## src/rtl/iq_settle_detect.sv

```systemverilog
// Convergence monitor for the IQ compensator weights: tracks per-window peak-to-peak
// spans of Wr/Wj and freezes the compensator once they stay quiet long enough.
module iq_settle_detect #(
    parameter int unsigned W_WIDTH        = 13,
    parameter int unsigned WIN_LEN        = 64,
    parameter int unsigned STABLE_WINDOWS = 4,
    parameter int unsigned MAX_WINDOWS    = 32
) (
    input  logic                      clk,
    input  logic                      RESETn,
    input  logic                      enable,
    input  logic                      sample_valid,
    input  logic signed [W_WIDTH-1:0] Wr,
    input  logic signed [W_WIDTH-1:0] Wj,
    input  logic        [7:0]         thresh,
    output logic                      freeze_iqcomp,
    output logic                      settled,
    output logic                      timeout,
    output logic        [1:0]         state,
    output logic        [7:0]         win_count
);

    localparam int unsigned CW = $clog2(WIN_LEN);
    localparam int unsigned SW = W_WIDTH + 1;

    typedef enum logic [1:0] {
        StIdle    = 2'b00,
        StTrack   = 2'b01,
        StSettled = 2'b10,
        StTimeout = 2'b11
    } state_e;

    state_e                      state_q, state_d;
    logic signed [W_WIDTH-1:0]   min_r_q, min_r_d, max_r_q, max_r_d;
    logic signed [W_WIDTH-1:0]   min_j_q, min_j_d, max_j_q, max_j_d;
    logic        [CW-1:0]        samp_cnt_q, samp_cnt_d;
    logic        [3:0]           stable_q, stable_d;
    logic        [7:0]           win_q, win_d;
    logic                        settled_q, timeout_q, freeze_q;

    logic                        first_smp, last_smp, quiet;
    logic signed [W_WIDTH-1:0]   nxt_min_r, nxt_max_r, nxt_min_j, nxt_max_j;
    logic        [SW-1:0]        span_r, span_j;

    assign first_smp = (samp_cnt_q == '0);
    assign last_smp  = (samp_cnt_q == CW'(WIN_LEN - 1));

    // Extremes including the sample on the bus, so the closing sample counts toward its window
    assign nxt_min_r = (first_smp || (Wr < min_r_q)) ? Wr : min_r_q;
    assign nxt_max_r = (first_smp || (Wr > max_r_q)) ? Wr : max_r_q;
    assign nxt_min_j = (first_smp || (Wj < min_j_q)) ? Wj : min_j_q;
    assign nxt_max_j = (first_smp || (Wj > max_j_q)) ? Wj : max_j_q;

    // One extra bit keeps max - min non-negative over the full signed range
    assign span_r = {nxt_max_r[W_WIDTH-1], nxt_max_r} - {nxt_min_r[W_WIDTH-1], nxt_min_r};
    assign span_j = {nxt_max_j[W_WIDTH-1], nxt_max_j} - {nxt_min_j[W_WIDTH-1], nxt_min_j};
    assign quiet  = (32'(span_r) <= 32'(thresh)) && (32'(span_j) <= 32'(thresh));

    always_comb begin
        state_d    = state_q;
        min_r_d    = min_r_q;
        max_r_d    = max_r_q;
        min_j_d    = min_j_q;
        max_j_d    = max_j_q;
        samp_cnt_d = samp_cnt_q;
        stable_d   = stable_q;
        win_d      = win_q;

        unique case (state_q)
            StIdle: begin
                if (enable) state_d = StTrack;
            end
            StTrack: begin
                if (sample_valid) begin
                    min_r_d    = nxt_min_r;
                    max_r_d    = nxt_max_r;
                    min_j_d    = nxt_min_j;
                    max_j_d    = nxt_max_j;
                    samp_cnt_d = samp_cnt_q + CW'(1);
                    if (last_smp) begin
                        stable_d = quiet ? stable_q + 4'd1 : 4'd0;
                        win_d    = (win_q == 8'hff) ? 8'hff : win_q + 8'd1;
                        if (stable_d == 4'(STABLE_WINDOWS)) begin
                            state_d = StSettled;
                        end else if (win_d == 8'(MAX_WINDOWS)) begin
                            state_d = StTimeout;
                        end
                    end
                end
            end
            default: ;
        endcase

        // Abort from any state wins over a coincident sample and discards the partial window
        if (!enable) begin
            state_d    = StIdle;
            min_r_d    = '0;
            max_r_d    = '0;
            min_j_d    = '0;
            max_j_d    = '0;
            samp_cnt_d = '0;
            stable_d   = '0;
            win_d      = '0;
        end
    end

    always_ff @(posedge clk or negedge RESETn) begin
        if (!RESETn) begin
            state_q    <= StIdle;
            min_r_q    <= '0;
            max_r_q    <= '0;
            min_j_q    <= '0;
            max_j_q    <= '0;
            samp_cnt_q <= '0;
            stable_q   <= '0;
            win_q      <= '0;
            settled_q  <= 1'b0;
            timeout_q  <= 1'b0;
            freeze_q   <= 1'b0;
        end else begin
            state_q    <= state_d;
            min_r_q    <= min_r_d;
            max_r_q    <= max_r_d;
            min_j_q    <= min_j_d;
            max_j_q    <= max_j_d;
            samp_cnt_q <= samp_cnt_d;
            stable_q   <= stable_d;
            win_q      <= win_d;
            settled_q  <= (state_d == StSettled);
            timeout_q  <= (state_d == StTimeout);
            freeze_q   <= (state_d == StSettled) || (state_d == StTimeout);
        end
    end

    assign state         = state_q;
    assign settled       = settled_q;
    assign timeout       = timeout_q;
    assign freeze_iqcomp = freeze_q;
    assign win_count     = win_q;

endmodule

```

## config.mk

```make
export PLATFORM = sky130hd
export DESIGN_NAME = iq_settle_detect
export DESIGN_NICKNAME = d
export VERILOG_FILES = /design/src/rtl/iq_settle_detect.sv
export SDC_FILE = /design/constraint.sdc
export NUM_CORES = 1
export LEC_CHECK = 0
export CAP_MARGIN = 20
export CORE_UTILIZATION = 42
export CTS_BUF_LIST = sky130_fd_sc_hd__clkbuf_8
export CTS_CLUSTER_DIAMETER = 60
export DETAILED_ROUTE_END_ITERATION = 8
export PLACE_DENSITY = 0.7
export SLEW_MARGIN = 20
export SYNTH_ARGS = -nofsm -noshare
export SYNTH_HDL_FRONTEND = slang
export SYNTH_SLANG_ARGS = --single-unit
```

## constraint.sdc

```tcl
create_clock -name clk -period 5.25 [get_ports clk]
set_input_delay 1.05 -clock clk [delete_from_list [all_inputs] [get_ports clk]]
set_output_delay 1.05 -clock clk [all_outputs]
set_load 0.03 [all_outputs]
```

# Word-level counts from Yosys, hierarchy flattened
# Cells that the tools add are included.
# word_totals
inputBits	38
elab_cells	77
regBits	75
output_inout_bits	13
# op_classes
add_sub_neg	5
reduce_logical	10
muxes	35
n_lt_le_gt_ge	6
eq_ne	10
# op_table
operator	n
two-way mux 13 bit	16
two-way mux 8 bit	5
<= comparator 14 x 8 -> 1 bit	2
subtractor 13 x 13 -> 14 bit	2
greater-than comparator 13 bit	2
< comparator 13 bit	2
two-way mux 4 bit	5
two-way mux 6 bit	3
two-way mux 2 bit	5
adder 8 x 1 -> 8 bit, second input constant	1
equality test 8 x 6 -> 1 bit, second input constant	1
equality test 8 bit, second input constant	1
adder 6 x 1 -> 6 bit, second input constant	1
equality test 6 bit, second input constant	1
logical NOT 6 bit	1
inequality test 2 x 1 -> 1 bit, second input constant	3
logical OR 1 bit	5
adder 4 x 1 -> 4 bit, second input constant	1
equality test 2 bit, second input constant	2
equality test 4 x 3 -> 1 bit, second input constant	1
one-hot mux 2 bit (2 select lines)	1
AND reduction 3 bit	1
equality test 2 x 1 -> 1 bit, second input constant	1
logical NOT 2 bit	1
other kinds (2)	2

# Logic depth before layout (Yosys ltp)
# logic_depth
word_depth	15
depth_mapped	30
mapped_depth_nobuf	29

# Worst setup path after synthesis
# OpenSTA, ideal clock, no wires.
# synth_timing
kind	input-to-reg
start	in Wj[6]
end	reg stable_q[1]
path_stages	29
arrival_time_ns	5.719
setup_ns	0.077
required_time_ns	5.173
path_buffers	1
path_slack_ns	-0.547
path_cell_list	ha_1 -> a21oi_1 -> o21ai_0 -> nor4_1 -> o21ai_0 -> a31o_2 -> a21oi_1 -> nor2_1 -> buf_2 -> nand2_1 -> o21ai_0 -> ha_1 -> fa_1 -> nor2b_1 -> o21ai_1 -> a21boi_1 -> o21ai_0 -> nand2b_1 -> xor2_1 -> ha_1 -> o21a_1 -> o22ai_1 -> a31oi_1 -> nor3_1 -> o211ai_1 -> nor4_2 -> nand4_2 -> or3_1 -> a21oi_1
# synth_between
elab_chain_cells	11
# synth_rtl
item	line_no	text
from (decl)	14	input logic signed [W_WIDTH-1:0] Wj,
greater-than comparator 13 bit or < comparator 13 bit (tied branches)	52, 51	
logical OR 1 bit (on tied branches)	52, 51	
two-way mux 13 bit (on tied branches)	52, 51	
subtractor 13 x 13 -> 14 bit (*)	56	assign span_j = {nxt_max_j[W_WIDTH-1], nxt_max_j} - {nxt_min_j[W_WIDTH-1], nxt_min_j};
<= comparator 14 x 8 -> 1 bit (*)	57	assign quiet = (32'(span_r) <= 32'(thresh)) && (32'(span_j) <= 32'(thresh));
logical AND 1 bit (*)	57	
two-way mux 4 bit (*)	81	stable_d = quiet ? stable_q + 4'd1 : 4'd0;
two-way mux 4 bit (*)	80	if (last_smp) begin
two-way mux 4 bit (*)	74	if (sample_valid) begin
two-way mux 4 bit (*)	69	unique case (state_q)
two-way mux 4 bit (*)	95	if (!enable) begin
to (signal assigned)	127	stable_q <= stable_d;
to (decl)	37	logic [3:0] stable_q, stable_d;
# Every way passes the cells marked *; elsewhere a longest branch is shown, timed or not. The select of a mux whose other input is x is not followed.
# A chain may end at the register's enable or synchronous reset.

# Worst setup path after layout
# layout_timing
start	in Wj[1]
end	reg settled_q (netlist: settled)
# layout_between
elab_chain_cells	14
# layout_rtl
item	line_no	text
greater-than comparator 13 bit or < comparator 13 bit (tied branches)	52, 51	
logical OR 1 bit (on tied branches)	52, 51	
two-way mux 13 bit (on tied branches)	52, 51	
subtractor 13 x 13 -> 14 bit (*)	56	
<= comparator 14 x 8 -> 1 bit (*)	57	
logical AND 1 bit (*)	57	
two-way mux 4 bit (*)	81	
equality test 4 x 3 -> 1 bit (*)	83	if (stable_d == 4'(STABLE_WINDOWS)) begin
two-way mux 2 bit (*)	83	
two-way mux 2 bit (*)	80	
two-way mux 2 bit (*)	74	
one-hot mux 2 bit (2 select lines) (*)	69	
two-way mux 2 bit (*)	95	
equality test 2 bit (*)	129	settled_q <= (state_d == StSettled);
to (signal assigned)	129	
to (decl)	39	logic settled_q, timeout_q, freeze_q;
# Every way passes the cells marked *; elsewhere a longest branch is shown, timed or not.

==> results.py <==
metrics = {
    "grt": {
        "grt_max_degree": 59,
        "grt_usage_pct": 23.0,
        "grt_pass1_wl_mm": 31.0,
        "overflow": 0,
        "antenna_found_initial": 0,
        "first_global_vias": 6450,
    },
    "synth": {
        "synth_edf_count": 0,
        "yosys-top-cells-count": "ha_1 (98), inv_1 (79), nor2_1 (78)",
        "synth_top_area_share_pct": 27.0,
        "synth-seq-cells": 75,
        "netlist_area_sq_um": 6950,
        "yosysWarnings": 0,
        "ys_types": 71,
        "yosysSeqAreaShare_pct": 27.0,
        "ys.flop_type": "dfrtp_1",
        "synth.most_common_cell": "ha_1",
        "synthArstFlopShare_pct": 100,
        "netlist_instances": 825,
        "syn_avg_cell_area_sq_um": 8.43,
        "synth_area_leaders": "dfrtp_1 (27%), ha_1 (18%), mux2i_1 (9.5%)",
        "yosys.area.top_type": "dfrtp_1",
        "syn_nets": 963,
    },
    "die": {
        "initial_utilization_pct": 43.5,
        "io_pins": 51,
        "die_height_um": 131,
        "rows": 46,
        "fp.coreArea_sq_um": 16000,
        "die_x_um": 131,
        "die_area_sq_um": 17100,
    },
    "clock_tree": {
        "numCtsBuffers": 9,
        "clockBufferDepth": 2,
        "cts.sinks": 75,
        "cts_tree": "built",
        "htree_levels": 3,
        "cts_hold_repair.buffers": 0,
        "cts-root-buf": "clkbuf_8",
        "clk_latency_ns": 0.39,
        "cts.reportedPaths.clkPinSlew_ns": 0.09,
    },
    "power": {
        "switching_share_pct": 37.5,
        "power_mw": 2.17,
        "p_switching_uw": 812,
        "p_per_area_nw_per_um2": 226,
        "intPower_mw": 1.35,
        "ir_drop_v": 0.000128,
        "seq_power_share_pct": 28.7,
        "clockPowerShare_pct": 22.0,
        "p_leak_nw": 4.53,
        "comb_power_share_pct": 49.3,
    },
    "routing": {
        "route.vias.total": 6650,
        "routed_via_density": 5.40,
        "drtIter0Drc": 384,
        "wire_per_inst_um": 15.8,
        "detail-route-antenna-nets": 0,
        "wirelength_mm": 19.5,
        "drc": 0,
        "dr.pass1.iters": 5,
    },
    "sta": {
        "worst_slack_ns": -0.575,
        "timing.hold.ws_ns": 0.530,
        "fin_skew_ns": 0.0135,
        "period_minus_slack_ns": 5.83,
        "period_share_pct": 111,
        "finalSetupViolations": 9,
        "rsz0062_at_grt": "true",
        "tightest_slew_ns": 0.787,
        "fmax_ghz": 0.172,
        "hold_viol_final": 0,
        "final_max_slew_viol_count": 0,
        "relSlewSlack_pct": 47.1,
    },
    "status": {
        "outcome": "complete, but fails checks",
        "violations": "setup timing",
    },
    "critical_path": {
        "startpoint_type": "primary input",
        "required_ns": 5.58,
        "crit_fanout": 7,
        "cp_slowest_cell": "nor4_2",
        "end_kind": "register",
        "worst_path_largest_cell_delay_ns": 0.35,
        "worstPathArrival_ns": 6.16,
        "crit_type": "in -> reg",
    },
    "hold_path": {
        "hp-class": "in -> async",
    },
    "finish": {
        "syn_to_final_growth_pct": 37.8,
        "nets": 1148,
        "nFillCells": 1408,
        "drive_gt1_share_pct": 28.3,
        "diodes": 0,
    },
    "placed_design": {
        "port_buffers": 50,
        "place_hpwl_mm": 13.6,
        "preCtsSetupSlack_ns": -1.48,
        "gp_congestion": 0.888,
    },
    "flow_run": {
        "max-cap-violations": 0,
    },
}
[path summary, 6_finish.rpt]
check                      depth (start not counted)          to  slack, ns       start
max                                               29     settled      -0.58       Wj[1]
min                                                1  max_j_q[6]       0.53      RESETn
max reg2reg                                       29     settled      -0.23  max_j_q[1]
min reg2reg                                        2  max_r_q[7]       0.54  max_r_q[7]
max in group asynchronous                          2  max_r_q[3]       3.68      RESETn
min in group clk                                   2  max_r_q[7]       0.54  max_r_q[7]
[worst max-delay path, delay by kind of cell]
| family | cells | cell delay, ns |
|---|---|---|
| compound gates | 13 | 1.92 |
| simple gates | 9 | 1.69 |
| fa+ha+maj | 3 | 0.92 |
| buf+inv | 3 | 0.44 |
| xor+xnor | 1 | 0.14 |
[power groups by stage]
stage	logic [mW]	clock network [mW]	registers (mW)
6_report	1.07	0.476	0.622
5_1_grt	1.18	0.504	0.625
4_1_cts	0.976	0.482	0.621
3_5_place_dp	0.920	0	0.632
3_3_place_gp	0.905	0	0.631
2_1_floorplan	0.587	0	0.629
[layout by cell type (no fill, tap or decap), types with 22 or more instances in the layout]
cell type        instances
buf_4                  136
inv_1                   77
dfrtp_1                 75
nand2_1                 72
nor2_1                  70
ha_1                    70
mux2i_1                 65
a21oi_1                 39
o21ai_0                 34
clkdlybuf4s50_1         25
ha_4                    22
[layout make-up]
class	count	area, sq um	share of cell area, %
inverter	79	297	3.09
multi-input combinational	646	5320	55.5
clock inverter	7	76.3	0.796
clock buffer	9	124	1.29
tap	216	270	2.82
timing repair buffer	199	1620	16.9
sequential	75	1880	19.6
[routing by layer]
layer | track usage [%] | part of all wire [%] | up-vias | wire length [um]
met5 | 0 | 0 | - | 0
met4 | 8.86 | 2.3 | 0 | 456
met3 | 2.81 | 3.2 | 38 | 622
met2 | 38.3 | 48 | 160 | 9350
met1 | 30.5 | 46 | 3140 | 9040
li1 | - | - | 3312 | -
[state kept, by name, summed over array words and instances (netlist names)]
register / cells
max_j_q: 13
max_r_q: 13
min_j_q: 13
min_r_q: 13
win_count: 8
samp_cnt_q: 6
stable_q: 4
state: 2
freeze_iqcomp: 1
settled: 1
timeout: 1
[kinds of logic after synthesis]
group / after synthesis / synth area share [%]
adder cells (fa/ha/maj): 100 / 18.2
AND/OR/NAND/NOR: 272 / 19.2
flip-flops: 75 / 27.0
multiplexers: 68 / 9.82
buffers and inverters: 106 / 6.37
XOR/XNOR: 19 / 2.39
AO/OA/AOI/OAI: 185 / 17.0
[what timing repair did]
action                                  CTS  global route
pin swaps                                50            63
gates resized for setup                  94            90
cloned                                    2             0
endpoints found under the setup margin    9             9
setup buffers                            10            11
[per-stage QoR]
step	TNS, ns	cell area (sq um)	utilization [%]	cells
finish	-4.66	9590	59.9	1231
global placement	-11.91	8640	54.0	1194
detailed placement	-12.66	8640	54.0	1194
floorplan	-2.59	7070	-	825
global route	-7.66	9590	59.9	1231
CTS	-3.52	9190	57.4	1222
No activity file was read; power rests on OpenSTA's default activity.
